### config.mk
export PLATFORM = sky130hd
export DESIGN_NAME = mem_wb_pipe
export DESIGN_NICKNAME = d
export VERILOG_FILES = /design/src/rtl/mem_wb_pipe.sv
export SDC_FILE = /design/constraint.sdc
export NUM_CORES = 1
export LEC_CHECK = 0
export ABC_AREA = 1
export BUFFER_PORTS_ARGS = -buffer_cell sky130_fd_sc_hd__buf_4
export CAP_MARGIN = 10
export CORE_ASPECT_RATIO = 0.6
export CORE_MARGIN = 2
export CORE_UTILIZATION = 47
export DETAILED_ROUTE_END_ITERATION = 12
export PLACE_DENSITY = 0.76
export SYNTH_ARGS = -nofsm -noshare
export SYNTH_HDL_FRONTEND = slang
export SYNTH_SLANG_ARGS = --single-unit
### constraint.sdc
create_clock -name clk -period 4.49 [get_ports clk]
set_input_delay 0.2245 -clock clk [delete_from_list [all_inputs] [get_ports clk]]
set_output_delay 0.2245 -clock clk [all_outputs]
set_load 0.02 [all_outputs]
### src/rtl/mem_wb_pipe.sv
// MEM/WB pipeline register with valid/ready handshake.
// An optional skid entry lets in_ready come from a flop. The stage also
// presents write-back data, a forwarding candidate and a saturating count
// of retired register writes.
module mem_wb_pipe #(
    parameter int DATA_W = 32,
    parameter int RD_W   = 5,
    parameter int SKID   = 1,
    parameter int CNT_W  = 16
) (
    input  logic              clk,
    input  logic              rst,
    input  logic              flush,
    input  logic              in_valid,
    output logic              in_ready,
    input  logic              in_to_reg,
    input  logic              in_reg_we,
    input  logic [DATA_W-1:0] in_outMem,
    input  logic [DATA_W-1:0] in_outAlu,
    input  logic [RD_W-1:0]   in_rd,
    output logic              out_valid,
    input  logic              out_ready,
    output logic              out_to_reg,
    output logic              out_reg_we,
    output logic [DATA_W-1:0] out_outMem,
    output logic [DATA_W-1:0] out_outAlu,
    output logic [RD_W-1:0]   out_rd,
    output logic [DATA_W-1:0] out_wdata,
    output logic              fwd_valid,
    output logic [RD_W-1:0]   fwd_rd,
    output logic [DATA_W-1:0] fwd_data,
    output logic [CNT_W-1:0]  retire_cnt
);

    typedef struct packed {
        logic              to_reg;
        logic              reg_we;
        logic [DATA_W-1:0] mem;
        logic [DATA_W-1:0] alu;
        logic [RD_W-1:0]   rd;
    } entry_t;

    typedef enum logic [1:0] {
        EMPTY,
        ONE,
        TWO
    } state_t;

    state_t           state;
    entry_t           head;
    entry_t           skid;
    entry_t           in_entry;
    logic             ready_q;
    logic             accept;
    logic             retire;
    logic [CNT_W-1:0] cnt;

    // Build the incoming entry; writes to x0 are dropped at capture.
    always_comb begin
        in_entry        = '0;
        in_entry.to_reg = in_to_reg;
        in_entry.reg_we = in_reg_we && (in_rd != '0);
        in_entry.mem    = in_outMem;
        in_entry.alu    = in_outAlu;
        in_entry.rd     = in_rd;
    end

    assign out_valid = (state != EMPTY);
    assign in_ready  = (SKID != 0) ? ready_q : (!out_valid || out_ready);
    assign accept    = in_valid && in_ready;
    assign retire    = out_valid && out_ready;

    // Occupancy FSM with head/skid storage and registered in_ready.
    always_ff @(posedge clk or posedge rst) begin
        if (rst) begin
            state   <= EMPTY;
            head    <= '0;
            skid    <= '0;
            ready_q <= 1'b1;
        end else if (flush) begin
            state   <= EMPTY;
            head    <= '0;
            skid    <= '0;
            ready_q <= 1'b1;
        end else begin
            case (state)
                EMPTY: begin
                    if (accept) begin
                        head  <= in_entry;
                        state <= ONE;
                    end
                end
                ONE: begin
                    if (accept && retire) begin
                        head <= in_entry;
                    end else if (accept && (SKID != 0)) begin
                        skid    <= in_entry;
                        state   <= TWO;
                        ready_q <= 1'b0;
                    end else if (retire) begin
                        head  <= '0;
                        state <= EMPTY;
                    end
                end
                TWO: begin
                    // Skid entry becomes the head on the retiring edge.
                    if (retire) begin
                        head    <= skid;
                        skid    <= '0;
                        state   <= ONE;
                        ready_q <= 1'b1;
                    end
                end
                default: begin
                    state   <= EMPTY;
                    head    <= '0;
                    skid    <= '0;
                    ready_q <= 1'b1;
                end
            endcase
        end
    end

    // Saturating count of retired register writes; a flush edge suppresses it.
    always_ff @(posedge clk or posedge rst) begin
        if (rst) begin
            cnt <= '0;
        end else if (!flush && retire && head.reg_we && (cnt != '1)) begin
            cnt <= cnt + 1'b1;
        end
    end

    assign out_to_reg = head.to_reg;
    assign out_reg_we = head.reg_we;
    assign out_outMem = head.mem;
    assign out_outAlu = head.alu;
    assign out_rd     = head.rd;
    assign out_wdata  = head.to_reg ? head.mem : head.alu;
    assign fwd_valid  = out_valid && head.reg_we;
    assign fwd_rd     = head.rd;
    assign fwd_data   = out_wdata;
    assign retire_cnt = cnt;

endmodule
* Word-level counts from Yosys, hierarchy flattened
Index checks and enable logic that the tools add are counted.
Cells by class: add/sub/neg operators 1, multiplexer cells 23, equality and inequality tests 11, reductions and logical operators 15
Operators with widths (number):
- two-way mux 71 bit | 8
- one-hot mux 71 bit (3 select lines) | 2
- two-way mux 32 bit | 1
- adder 16 x 1 -> 16 bit, second input constant | 1
- != test 16 bit, second input constant | 1
- two-way mux 2 bit | 6
- != test 3 bit, second input constant | 4
- != test 4 bit, second input constant | 3
- AND reduction 4 bit | 3
- logical AND 1 bit | 8
- one-hot mux 2 bit (3 select lines) | 1
- nonzero test 5 bit | 1
- two-way mux 1 bit | 4
- one-hot mux 1 bit (3 select lines) | 1
- == test 2 x 1 -> 1 bit, second input constant | 1
- == test 2 bit, second input constant | 1
- zero test 2 bit | 1
- != test 2 bit, second input constant | 1
- nonzero test 2 bit | 1
- zero test 1 bit | 1
Word-level totals: bits in registers 161

* Longest topological paths before layout
depth in word-level cells 7, depth in mapped cells 11

* Worst setup path after synthesis
OpenSTA, ideal clock, no wires.
path type flip-flop to output port, start register head (netlist bit out_to_reg), end output port out_wdata[10], data required time 4.266 ns, path buffers 3, arrival 1.628 ns, setup slack 2.638 ns, stages on the path, launching flop included 5, path through dfrtp_1 clkbuf_1 clkbuf_1 mux2_2 buf_4
On the way: word-level cells in the longest chain between the ends 1
RTL lines:
- start: declaration | RTL line 50 | entry_t head;
- start signal: assignment | RTL line 89 | head <= in_entry;
- start signal: assignment | RTL line 95 | head <= in_entry;
- start signal: assignment | RTL line 108 | head <= skid;
- two-way mux 32 bit | RTL line 138 | assign out_wdata = head.to_reg ? head.mem : head.alu;
- end: declaration | RTL line 28 | output logic [DATA_W-1:0] out_wdata,
No other way between the ends.

* Final worst setup path
start register state[1], end register skid[19] (netlist name)
On the way: word-level cells in the longest chain between the ends 5
RTL lines:
- start: declaration | RTL line 49 | state_t state;
- start signal: assignment | RTL line 76 | state <= EMPTY;
- start signal: assignment | RTL line 81 | state <= EMPTY;
- start signal: assignment | RTL line 90 | state <= ONE;
- nonzero test 2 bit | RTL line 68 | assign out_valid = (state != EMPTY);
- logical AND 1 bit | RTL line 71 | assign retire = out_valid && out_ready;
- logical AND 1 bit | RTL line 94 | if (accept && retire) begin
- != test 3 bit (no source line)
- AND reduction 4 bit (no source line)
- end signal: assignment | RTL line 97 | skid <= in_entry;
- end: declaration | RTL line 51 | entry_t skid;
Several ways; a longest one is shown, not always the timed one. A chain may end at the register's enable or synchronous reset.

==> metrics.yaml <==
outcome:
  status: "finished clean"
synthesis:
  syn_nets: 1168
  ys_seq_area_share_pct: 49.3
  async_flop_share_pct: 100
  synth_top_cell_area_share_pct: 49.0
  synth_seq_cells: 161
  synthTopCellsByCount: "nand2_1, dfrtp_1, nand3_1, buf_4, mux2_2"
  syn_inst: 1091
  synth_edf_count: 0
  avgSynthCellArea_um2: 7.50
  yosysWarningCount: 0
  yosysMostFrequentCell: "nand2_1"
  netlist_area_um2: 8180
  synth_top_area_cell: "dfrtp_1"
  synthDistinctLibCells: 25
  synth_flop_cell: "dfrtp_1"
  synth_area_leaders: "dfrtp_1, nand2_1, nand3_1"
die:
  die_w_um: 174
  io_pins: 235
  coreArea_um2: 17100
  dieArea_um2: 18500
  die_y_um: 106
  initial_core_util_pct: 47.9
  rows: 37
place:
  post-place-ws_ps: 1840
  dp_hpwl_mm: 14.8
  gp_congestion: 0.821
  placed_cells: 1475
  portBuffers: 234
cts:
  htreeDepth: 4
  postCtsSetupBuffers: 0
  clk_latency_ps: 410
  cts_tree: "done"
  clock_sinks: 161
  cts.repair.resized: 0
  cts_root_buffer: "clkbuf_16"
  cts_buffers: 17
  clk_path_buf_depth: 2
  clk_pin_slew_worst_paths_ps: 70
  cts_hold_buf: 0
layout:
  finalNonFillerCells: 1507
  diodes: 0
  area_growth_pct: 26.6
  drive_gt1_share_pct: 25.4
  largest_reg_flops: 71
  nets: 1337
  regMostFlops: "skid"
  fillers: 1538
global_route:
  grt_usage_pct: 24.7
  grt_pass1_wl_mm: 36.6
  grt-ovfl-total: 0
  grt_start_max_net_pins: 162
  antenna_found_initial: 0
  grt_pass1_vias: 6981
detailed_routing:
  wirelength_mm: 22.4
  ant_nets: 0
  route.detailed.drc: 0
  vias: 7491
  drt_iter0_markers: 607
  dr.pass1.iters: 5
  viasPerCell: 4.97
  post_drt_wl_per_cell_um: 14.9
timing:
  hold_viol: 0
  clock.fmax_mhz: 381
  timing.setup.tns_ps: 0
  rsz0062_at_grt: "no"
  fin_ws_ps: 1860
  fin_crit_sh_pct: 58.5
  skew_ps: 13.9
  max_slew.worst_pin.slew_ps: 942
  min_period_ps: 2630
  hold_ws_ps: 21.0
  relSlewSlack_pct: 37.2
  slew_violations: 0
  finalSetupViolCount: 0
worst_setup_path:
  endpoint_kind: "register"
  crit_type: "register to register"
  arrival_ps: 2920
  crit_required_ps: 4790
  start_kind: "register"
  path_max_fanout: 46
power:
  vdd_drop_max_v: 0.000294
  leakagePower_nw: 5.97
  powerDensity_nw_per_um2: 551
min_path:
  hold_class: "input pin to register"
job:
  maxCapViolCount: 0
through the flow:
step	area (um2)	power [mW]	util, %
after floorplan	8180	3.52	-
after global placement	9790	4.32	57.3
after detailed placement	9790	4.35	57.3
after CTS	10400	5.75	60.6
after global routing	10400	6.04	60.6
final	10400	5.71	60.6
final timing paths:
check / startpoint / cells past startpoint / endpoint / slack (ps)
max: state[1] / 9 / skid[19] / 1860
min: in_outAlu[8] / 3 / skid[13] / 20
max reg2reg: state[1] / 9 / skid[19] / 1860
min reg2reg: skid[7] / 2 / skid[7] / 470
max in group asynchronous: rst / 3 / out_to_reg / 3760
min in group asynchronous: rst / 3 / retire_cnt[2] / 30
placed cells by master (no fill, tap or decap), types with 3 or more instances in the layout:
cell       synthesis  layout
nor2_1            25      25
xor2_1             3       3
o21ai_0            5       5
inv_6              0       3
nand3_1           82      82
clkinv_4           0       5
inv_1             17      16
inv_2              3       3
nand2_2            3       4
nand4_1            4       4
mux2_2            32      32
buf_4             44     242
clkbuf_8           0       3
clkbuf_16          0      17
dfrtp_1          160     159
nand2_1          644     643
xnor2_1            8       8
report_power, final:
part           switching, mW  total, mW  leakage, nW  internal (mW)
Sequential             0.272       1.99         2.18           1.72
Clock                  0.625       1.39        0.279          0.765
Combinational           1.43       2.32         3.51          0.891
critical path, cell delays in order, from the launching register on:
cell and delay [ps]:
dfrtp_1 410, inv_2 530, nand2_2 140, nand2_1 140
nor2_1 60, a21boi_2 210, nand2_2 370, buf_4 430
nand2_1 130, nand2_1 60
cells by family after synthesis:
logic type / count (synthesis) / share of synthesized area (%)
AO/OA/AOI/OAI: 9 / 0.658
XOR/XNOR: 11 / 1.18
adder cells (fa/ha/maj): 1 / 0.153
buffers and inverters: 113 / 7.45
flip-flops: 161 / 49.3
multiplexers: 32 / 4.41
AND/OR/NAND/NOR: 764 / 36.9
routing by layer:
metal	global-route usage (%)	vias to the layer above	part of all wire (%)
li1	-	3680	-
met1	36.9	3514	49
met2	37.2	285	43
met3	4.51	12	6.5
met4	6.36	0	0.88
met5	0	-	0
layout make-up:
cell class / count / area [um2] / share of cell area [%]
Sequential cell: 161 / 4030 / 38.9
Multi-Input combinational cell: 817 / 3550 / 34.3
Timing Repair Buffer: 243 / 1840 / 17.7
Clock buffer: 20 / 467 / 4.51
Tap cell: 234 / 293 / 2.83
Clock inverter: 12 / 98.8 / 0.954
Inverter: 20 / 78.8 / 0.761
Power figures use the tool's default switching activity.
